File: src/rtl/ms_sched_pkg.sv
// Shared definitions for the millisecond delay scheduler: FSM state encoding,
// tick-rate derivation and a constant-width helper.
package ms_sched_pkg;

  typedef enum logic [2:0] {
    ST_IDLE  = 3'd0,
    ST_ARB   = 3'd1,
    ST_LOAD  = 3'd2,
    ST_COUNT = 3'd3,
    ST_DONE  = 3'd4
  } state_t;

  // Bits needed to hold values 0..value-1; never less than one bit.
  function automatic int clog2(input longint unsigned value);
    int width;
    width = 1;
    for (int i = 1; i < 63; i++) begin
      if ((64'd1 << i) < value) width = i + 1;
    end
    return width;
  endfunction

  function automatic int ticks_per_ms(input int clk_hz);
    return clk_hz / 1000;
  endfunction

endpackage

File: src/rtl/ms_prescaler.sv
// Divides the board clock down to a one-cycle tick every TICKS enabled cycles.
// load presets the counter so the first tick lands TICKS cycles after load.
module ms_prescaler #(
  parameter int TICKS = 50_000,
  parameter int CNT_W = 16
) (
  input  logic             clock,
  input  logic             reset,
  input  logic             load,
  input  logic             en,
  output logic             tick,
  output logic [CNT_W-1:0] count
);

  localparam logic [CNT_W-1:0] RELOAD = CNT_W'(TICKS - 1);

  assign tick = en && !load && (count == '0);

  always_ff @(posedge clock or negedge reset) begin
    if (!reset) begin
      count <= '0;
    end else if (load) begin
      count <= RELOAD;
    end else if (en) begin
      count <= (count == '0) ? RELOAD : count - 1'b1;
    end
  end

endmodule

File: src/rtl/ms_delay_scheduler.sv
// Round-robin shared millisecond delay engine for N_REQ requesters.
// Define CANCEL_EN to add the cancel input that aborts a running delay.
module ms_delay_scheduler
  import ms_sched_pkg::*;
#(
  parameter int N_REQ  = 4,
  parameter int CLK_HZ = 50_000_000,
  parameter int MS_W   = 16
) (
  input  logic                  clock,
  input  logic                  reset,
  input  logic [N_REQ-1:0]      req,
  input  logic [N_REQ*MS_W-1:0] ms_in,
`ifdef CANCEL_EN
  input  logic                  cancel,
`endif
  output logic [N_REQ-1:0]      grant,
  output logic [N_REQ-1:0]      done,
  output logic                  aborted,
  output logic                  busy,
  output logic [MS_W-1:0]       ms_left
);

  localparam int TICKS = ticks_per_ms(CLK_HZ);
  localparam int CNT_W = clog2(TICKS);
  localparam int WIN_W = clog2(N_REQ);

  state_t           state, state_nxt;
  logic [WIN_W-1:0] winner, rr, pick;
  logic             pick_ok;
  logic             tick;
  logic             cancel_hit;
  logic [MS_W-1:0]  load_ms;
  logic [CNT_W-1:0] presc_count;
  logic             unused_presc;

  assign unused_presc = ^presc_count;
  assign load_ms      = ms_in[int'(winner) * MS_W +: MS_W];

  ms_prescaler #(
    .TICKS (TICKS),
    .CNT_W (CNT_W)
  ) u_prescaler (
    .clock (clock),
    .reset (reset),
    .load  (state == ST_LOAD),
    .en    (state == ST_COUNT),
    .tick  (tick),
    .count (presc_count)
  );

`ifdef CANCEL_EN
  logic aborted_q;

  assign cancel_hit = (state == ST_COUNT) && cancel;
  assign aborted    = (state == ST_DONE) && aborted_q;

  always_ff @(posedge clock or negedge reset) begin
    if (!reset) begin
      aborted_q <= 1'b0;
    end else if (state == ST_LOAD) begin
      aborted_q <= 1'b0;
    end else if (cancel_hit) begin
      aborted_q <= 1'b1;
    end
  end
`else
  assign cancel_hit = 1'b0;
  assign aborted    = 1'b0;
`endif

  // Search starts at the rr pointer and wraps, so the last winner goes to the back.
  always_comb begin
    int idx;
    idx     = 0;
    pick_ok = 1'b0;
    pick    = '0;
    for (int k = 0; k < N_REQ; k++) begin
      idx = int'(rr) + k;
      if (idx >= N_REQ) idx = idx - N_REQ;
      if (!pick_ok && req[idx]) begin
        pick_ok = 1'b1;
        pick    = WIN_W'(idx);
      end
    end
  end

  always_comb begin
    state_nxt = state;
    unique case (state)
      ST_IDLE:  if (|req) state_nxt = ST_ARB;
      ST_ARB:   state_nxt = pick_ok ? ST_LOAD : ST_IDLE;
      ST_LOAD:  state_nxt = (load_ms == '0) ? ST_DONE : ST_COUNT;
      ST_COUNT: if (cancel_hit || (tick && ms_left == MS_W'(1))) state_nxt = ST_DONE;
      ST_DONE:  state_nxt = ST_IDLE;
      default:  state_nxt = ST_IDLE;
    endcase
  end

  always_ff @(posedge clock or negedge reset) begin
    if (!reset) begin
      state   <= ST_IDLE;
      winner  <= '0;
      rr      <= '0;
      ms_left <= '0;
    end else begin
      state <= state_nxt;
      if (state == ST_ARB && pick_ok) begin
        winner <= pick;
        rr     <= (pick == WIN_W'(N_REQ - 1)) ? '0 : pick + 1'b1;
      end
      if (state == ST_LOAD) begin
        ms_left <= load_ms;
      end else if (state == ST_COUNT && tick) begin
        ms_left <= ms_left - 1'b1;
      end
    end
  end

  always_comb begin
    grant = '0;
    done  = '0;
    if (state == ST_LOAD || state == ST_COUNT || state == ST_DONE) grant[winner] = 1'b1;
    if (state == ST_DONE) done[winner] = 1'b1;
  end

  assign busy = (state != ST_IDLE);

endmodule

File: config.mk
export PLATFORM = sky130hd
export DESIGN_NAME = ms_delay_scheduler
export DESIGN_NICKNAME = d
export VERILOG_FILES = /design/src/rtl/ms_sched_pkg.sv /design/src/rtl/ms_prescaler.sv /design/src/rtl/ms_delay_scheduler.sv
export SDC_FILE = /design/constraint.sdc
export NUM_CORES = 1
export LEC_CHECK = 0
export BUFFER_PORTS_ARGS = -buffer_cell sky130_fd_sc_hd__buf_2
export CORE_MARGIN = 4
export CORE_UTILIZATION = 46
export CTS_CLUSTER_DIAMETER = 60
export DETAILED_ROUTE_END_ITERATION = 16
export PLACE_DENSITY = 0.8
export SKIP_CTS_REPAIR_TIMING = 1
export SLEW_MARGIN = 20
export SYNTH_ARGS = -nofsm -noshare
export SYNTH_HDL_FRONTEND = slang
export SYNTH_HIERARCHICAL = 1
export SYNTH_SLANG_ARGS = --single-unit
File: constraint.sdc
create_clock -name clock -period 3.8 [get_ports clock]
set_clock_uncertainty 0.1 [all_clocks]
set_input_delay 0.19 -clock clock [delete_from_list [all_inputs] [get_ports clock]]
set_output_delay 0.19 -clock clock [all_outputs]
set_load 0.005 [all_outputs]
[Word-level counts from Yosys, hierarchy flattened]
Cells that the tools add are included.
W data, S select, Z words.
Word-level totals
  register bits: 39
  bits of input ports: 70
  word-level logic and storage cells: 96
Cells by class
  $add $sub $neg: 10
  order comparisons: 10
  equal/unequal tests: 8
  shifts and indexed selects: 1
  muxes and demuxes: 39
  reduce and logical (&&, ||, !) cells: 23
Operators with widths (number)
  $lt A32 B4 Y1 const B: 4
  $mux W32: 4
  $mux W16: 5
  $shiftx A64 B7 Y16: 1
  $logic_not A16 Y1: 2
  $sub A16 B1 Y16 const B: 2
  $eq A16 B1 Y1 const B: 1
  $mux W1: 13
  $mux W2: 6
  $pmux W3 S4: 1
  $sub A3 B3 Y4 const B: 3
  $ge A3 B3 Y1 const B: 3
  $logic_and A1 B1 Y1: 9
  $mux W3: 3
  $bmux W1 S2: 4
  $mux W4: 2
  $add A2 B2 Y3 const B: 2
  $eq A3 B2 Y1 const B: 2
  $logic_not A1 Y1: 4
  $ne A2 B2 Y1 const B: 2
  $reduce_bool A2 Y1: 2
  $reduce_or A4 Y1: 1
  $sub A2 B3 Y4 const B: 1
  $add A2 B1 Y3 const B: 1
  other kinds (12): 13

[Logic depth before layout (Yosys ltp)]
  word-level depth: 17
  depth in mapped cells: 17

[Cells and area by module]
The synthesis kept the hierarchy.
Modules (own cells, without submodules)
  ms_delay_scheduler: times used 1, cells each 192, area an instance 1843.0 µm²
  ms_prescaler: times used 1, cells each 117, area an instance 1018.5 µm²

[Least setup slack after synthesis]
No wires, ideal clock.
  kind: register to register
  start: register state[1]
  end: register ms_left[13]
  library setup time: 82 ps
  arrival: 3573 ps
  path slack: 45 ps
  stages on the path, launching flop included: 18
  path buffers: 7
  path through: dfrtp_1 > nor2b_1 > nand2b_1 > clkbuf_1 > inv_1 > clkbuf_1 > clkbuf_1 > nor2b_1 > clkbuf_1 > clkbuf_1 > nand2_1 > nor2_1 > clkbuf_1 > nor3b_1 > nand4bb_1 > clkbuf_1 > or4_1 > a31oi_1
On the way
  cells in the longest elaborated chain, start to end: 6
  elaborated cells between the ends (all ways): 8
  classes of those cells: eq/ne: 2; mux: 1; reduce/logical: 5
RTL lines
  from (decl): line ms_delay_scheduler.sv:28  | state_t state, state_nxt;
  from (signal assigned): line ms_delay_scheduler.sv:107  | state <= state_nxt;
  $eq A3 B2 Y1: line ms_delay_scheduler.sv:46  | .load (state == ST_LOAD),
  $logic_not A1 Y1: line ms_prescaler.sv:17  | assign tick = en && !load && (count == '0);
  $logic_and A1 B1 Y1 * (2 in series): line ms_prescaler.sv:17
  net tick: line ms_delay_scheduler.sv:31  | logic tick;
  $logic_and A1 B1 Y1 *: line ms_delay_scheduler.sv:114  | end else if (state == ST_COUNT && tick) begin
  $reduce_bool A2 Y1 (no line) *
  to (signal assigned): line ms_delay_scheduler.sv:113  | ms_left <= load_ms;
  to (signal assigned): line ms_delay_scheduler.sv:115  | ms_left <= ms_left - 1'b1;
  to (decl): line ms_delay_scheduler.sv:21  | output logic [MS_W-1:0] ms_left
The timed path passes the listed nets; every way through them passes the cells marked *.
A chain may end at the register's enable or synchronous reset.

[Worst setup path after layout]
  start: register u_prescaler.count[3]
  end: register ms_left[13]
On the way
  cells in the longest elaborated chain, start to end: 4
RTL lines
  from (decl): line ms_prescaler.sv:12  | output logic [CNT_W-1:0] count
  from (signal assigned): line ms_prescaler.sv:25  | count <= (count == '0) ? RELOAD : count - 1'b1;
  $logic_not A16 Y1: line ms_prescaler.sv:17
  $logic_and A1 B1 Y1: line ms_prescaler.sv:17
  net tick: line ms_delay_scheduler.sv:31
  $logic_and A1 B1 Y1: line ms_delay_scheduler.sv:114
  $reduce_bool A2 Y1 (no line)
The timed path passes the listed nets, and every way through them passes these cells.

==> run metrics <==
maximum number of pins on one net before global-route repair 40; drt drc 0; mean instance size in the synthesized netlist 9.26 um2; deepest level of the CTS H-tree 2; Ys Warns 6; number of enable-type register cells in the synthesized netlist 0; Tightest Hold Check Type in2reg; number of design-rule violations left by the first detailed-router iteration 137; number of buffers created by CTS 5; outcome complete, no violations; standard cell core area 5990 um2; clock-pin slew of the registers on the worst-case setup and hold paths 0.07 ns; Initial Utilization 47.8%; maximum count of clock buffers along a single path 2; Total Neg Setup Slack 0 ns; required time of the critical path 3.92 ns; total power of the final layout 0.808 mW; # nets final 475; Crit Path Max Fanout 9; PwrDens 230 nW/um2; minimum clock period 3.13 ns; fraction of registers with async set or reset after synthesis 100%; via count of the first global-routing pass 2734; Worst IR Drop VDD 137 uV; total congestion overflow after global routing 0; primary flip-flop cell chosen by synthesis mapping sky130_fd_sc_hd__dfrtp_1; number of pins exceeding their max-slew limit in the final report 0; Post-Route WL 8010 um; number of antenna violations at the first check in global routing 0; FILL cells 512; most common library cell in the layout ignoring fill and taps sky130_fd_sc_hd__buf_2; CP Capture Type register; port buffer count 94; global routing usage summed across all routing layers 21.4%; routed via count divided by cell count 6.09; biggest cell delay along the critical path 0.57 ns; fraction of final layout cells sized beyond drive strength 1 34.4%; category of the worst setup path launch point register; final worst-path cycle share 82.5%; vertical extent of the die 86.9 um; top cell type by total area after synthesis sky130_fd_sc_hd__dfrtp_1; Net Count, Synth 384; average wire length per cell after detail routing 16.8 um; cell with the biggest individual delay on the critical path sky130_fd_sc_hd__or4_1; total number of vias 2900; clock tree from TritonCTS done; top cell type's share of synthesized area 34.1%; Die Width 86.9 um; number of antenna repair diodes 0; number of storage elements in the synthesis netlist 39; Critical Setup Path Class reg2reg; most frequent cells in the layout sky130_fd_sc_hd__buf_2, sky130_fd_sc_hd__dfrtp_1, sky130_fd_sc_hd__nor2_1; global-route wire length before repair 12700 um; max-cap check violation count 0; worst path cell trace or4_1 > nor2_1 > nand2_1 > nor2_1 > buf_4 > nor3b_1 > nand4bb_1 > or4_1 > a31oi_1; setup repair after global routing missed its margin no; top post-synthesis cells by area sky130_fd_sc_hd__dfrtp_1, sky130_fd_sc_hd__mux4_2, sky130_fd_sc_hd__nor2_1; critical path data arrival time 3.25 ns; drt pass-1 iters 5; std cell rows 28; setup violators final 0; proportion of synthesized chip area in sequential cells 34.1%; number of antenna-violating nets in the routed design 0; number of clock sinks seen by CTS 39; maximum frequency from static timing analysis 319 MHz; routability-driven placement congestion ratio 0.898; static leakage 1.48 nW; clock root cell sky130_fd_sc_hd__clkbuf_8; half-perimeter wire length of the detailed placement result 6240 um; synthesized cell area 2860 um2; Cell variety after synth 55; Area growth, synth to finish 22.8%; clock latency on the worst-skew pair 0.29 ns; Final Hold Fails 0; Worst Hold Slack 0.232 ns; area enclosed by the die boundary 7550 um2; pin slew with the least headroom to its limit 0.911 ns; number of top-level pins 96; worst max-slew margin expressed relative to the limit 39.3%; post-synthesis cell count 309
## layer usage
layer | vias to the layer above | track usage, % | wire length (um)
met2 | 162 | 37.5 | 4140
li1 | 1354 | - | -
met1 | 1372 | 26.2 | 3070
met4 | 0 | 7.08 | 158
met3 | 12 | 4.54 | 639
met5 | - | 0 | 0
## Yosys cell counts (9+ instances only)
cell type / n
sky130_fd_sc_hd__nand2b_1: 10
sky130_fd_sc_hd__mux4_2: 16
sky130_fd_sc_hd__nand2_1: 25
sky130_fd_sc_hd__nor4_1: 10
sky130_fd_sc_hd__a21oi_1: 14
sky130_fd_sc_hd__a31oi_1: 9
sky130_fd_sc_hd__dfrtp_1: 39
sky130_fd_sc_hd__nor2_1: 31
sky130_fd_sc_hd__nand3_1: 13
sky130_fd_sc_hd__clkbuf_1: 12
sky130_fd_sc_hd__nor3_1: 10
sky130_fd_sc_hd__inv_1: 10
sky130_fd_sc_hd__o21ai_0: 14
## cells by family after synthesis
group                      after synthesis  synth area share [%]
AOI/OAI and AO/OA                       72                  16.6
xor gates and xnor gates                 4                  1.22
adders and majority gates                5                  2.19
buffers and inverters                   28                  3.89
DFF                                     39                  34.1
muxes                                   22                  14.8
other                                    1                 0.131
and+or+nand+nor                        138                  27.1
## path summary, 6_finish.rpt
| check | startpoint | endpoint | slack (ns) | cells past startpoint |
|---|---|---|---|---|
| max reg2reg | u_prescaler/count[3] | ms_left[13] | 0.67 | 9 |
| max | u_prescaler/count[3] | ms_left[13] | 0.67 | 9 |
| min | req[0] | rr[0] | 0.23 | 3 |
| max in group asynchronous | reset | ms_left[9] | 2.59 | 2 |
| min in group asynchronous | reset | u_prescaler/count[8] | 0.46 | 2 |
| min reg2reg | u_prescaler/count[0] | u_prescaler/count[0] | 0.46 | 1 |
## stage by stage
step           setup WS, ns  utilization [%]  instance area [um2]  instances
4_1_cts               0.668             58.5                 3500        475
6_report              0.666             58.7                 3510        476
3_5_place_dp          0.672             56.8                 3400        467
2_1_floorplan        0.0452                -                 2860        309
5_1_grt               0.332             58.7                 3510        476
3_3_place_gp          0.798             56.8                 3400        467
## power by group
part           switching [mW]  total [mW]  internal (mW)
clock network           0.148       0.314          0.166
logic                  0.0311      0.0738         0.0427
registers             0.00341       0.420          0.417
## layout make-up
cell class	instances	area [um2]	area share (%)
tap	75	93.8	2.67
timing repair buffer	102	533	15.2
inverter	10	37.5	1.07
multi-input combinational	242	1770	50.5
clock buffer	8	100	2.85
sequential	39	976	27.8
## flip-flops by register name, summed over array words and instances, names as in the netlist
name and flops:
state 3, u_prescaler/count 16, rr 2, winner 2, ms_left 16
## critical path: cells and delay by family (launching register included)
family	cells	cell delay, ns
compound gates	1	0.18
buf+inv	1	0.16
flops	1	0.46
simple gates	7	2.15
(Power assumes the default switching activity.)
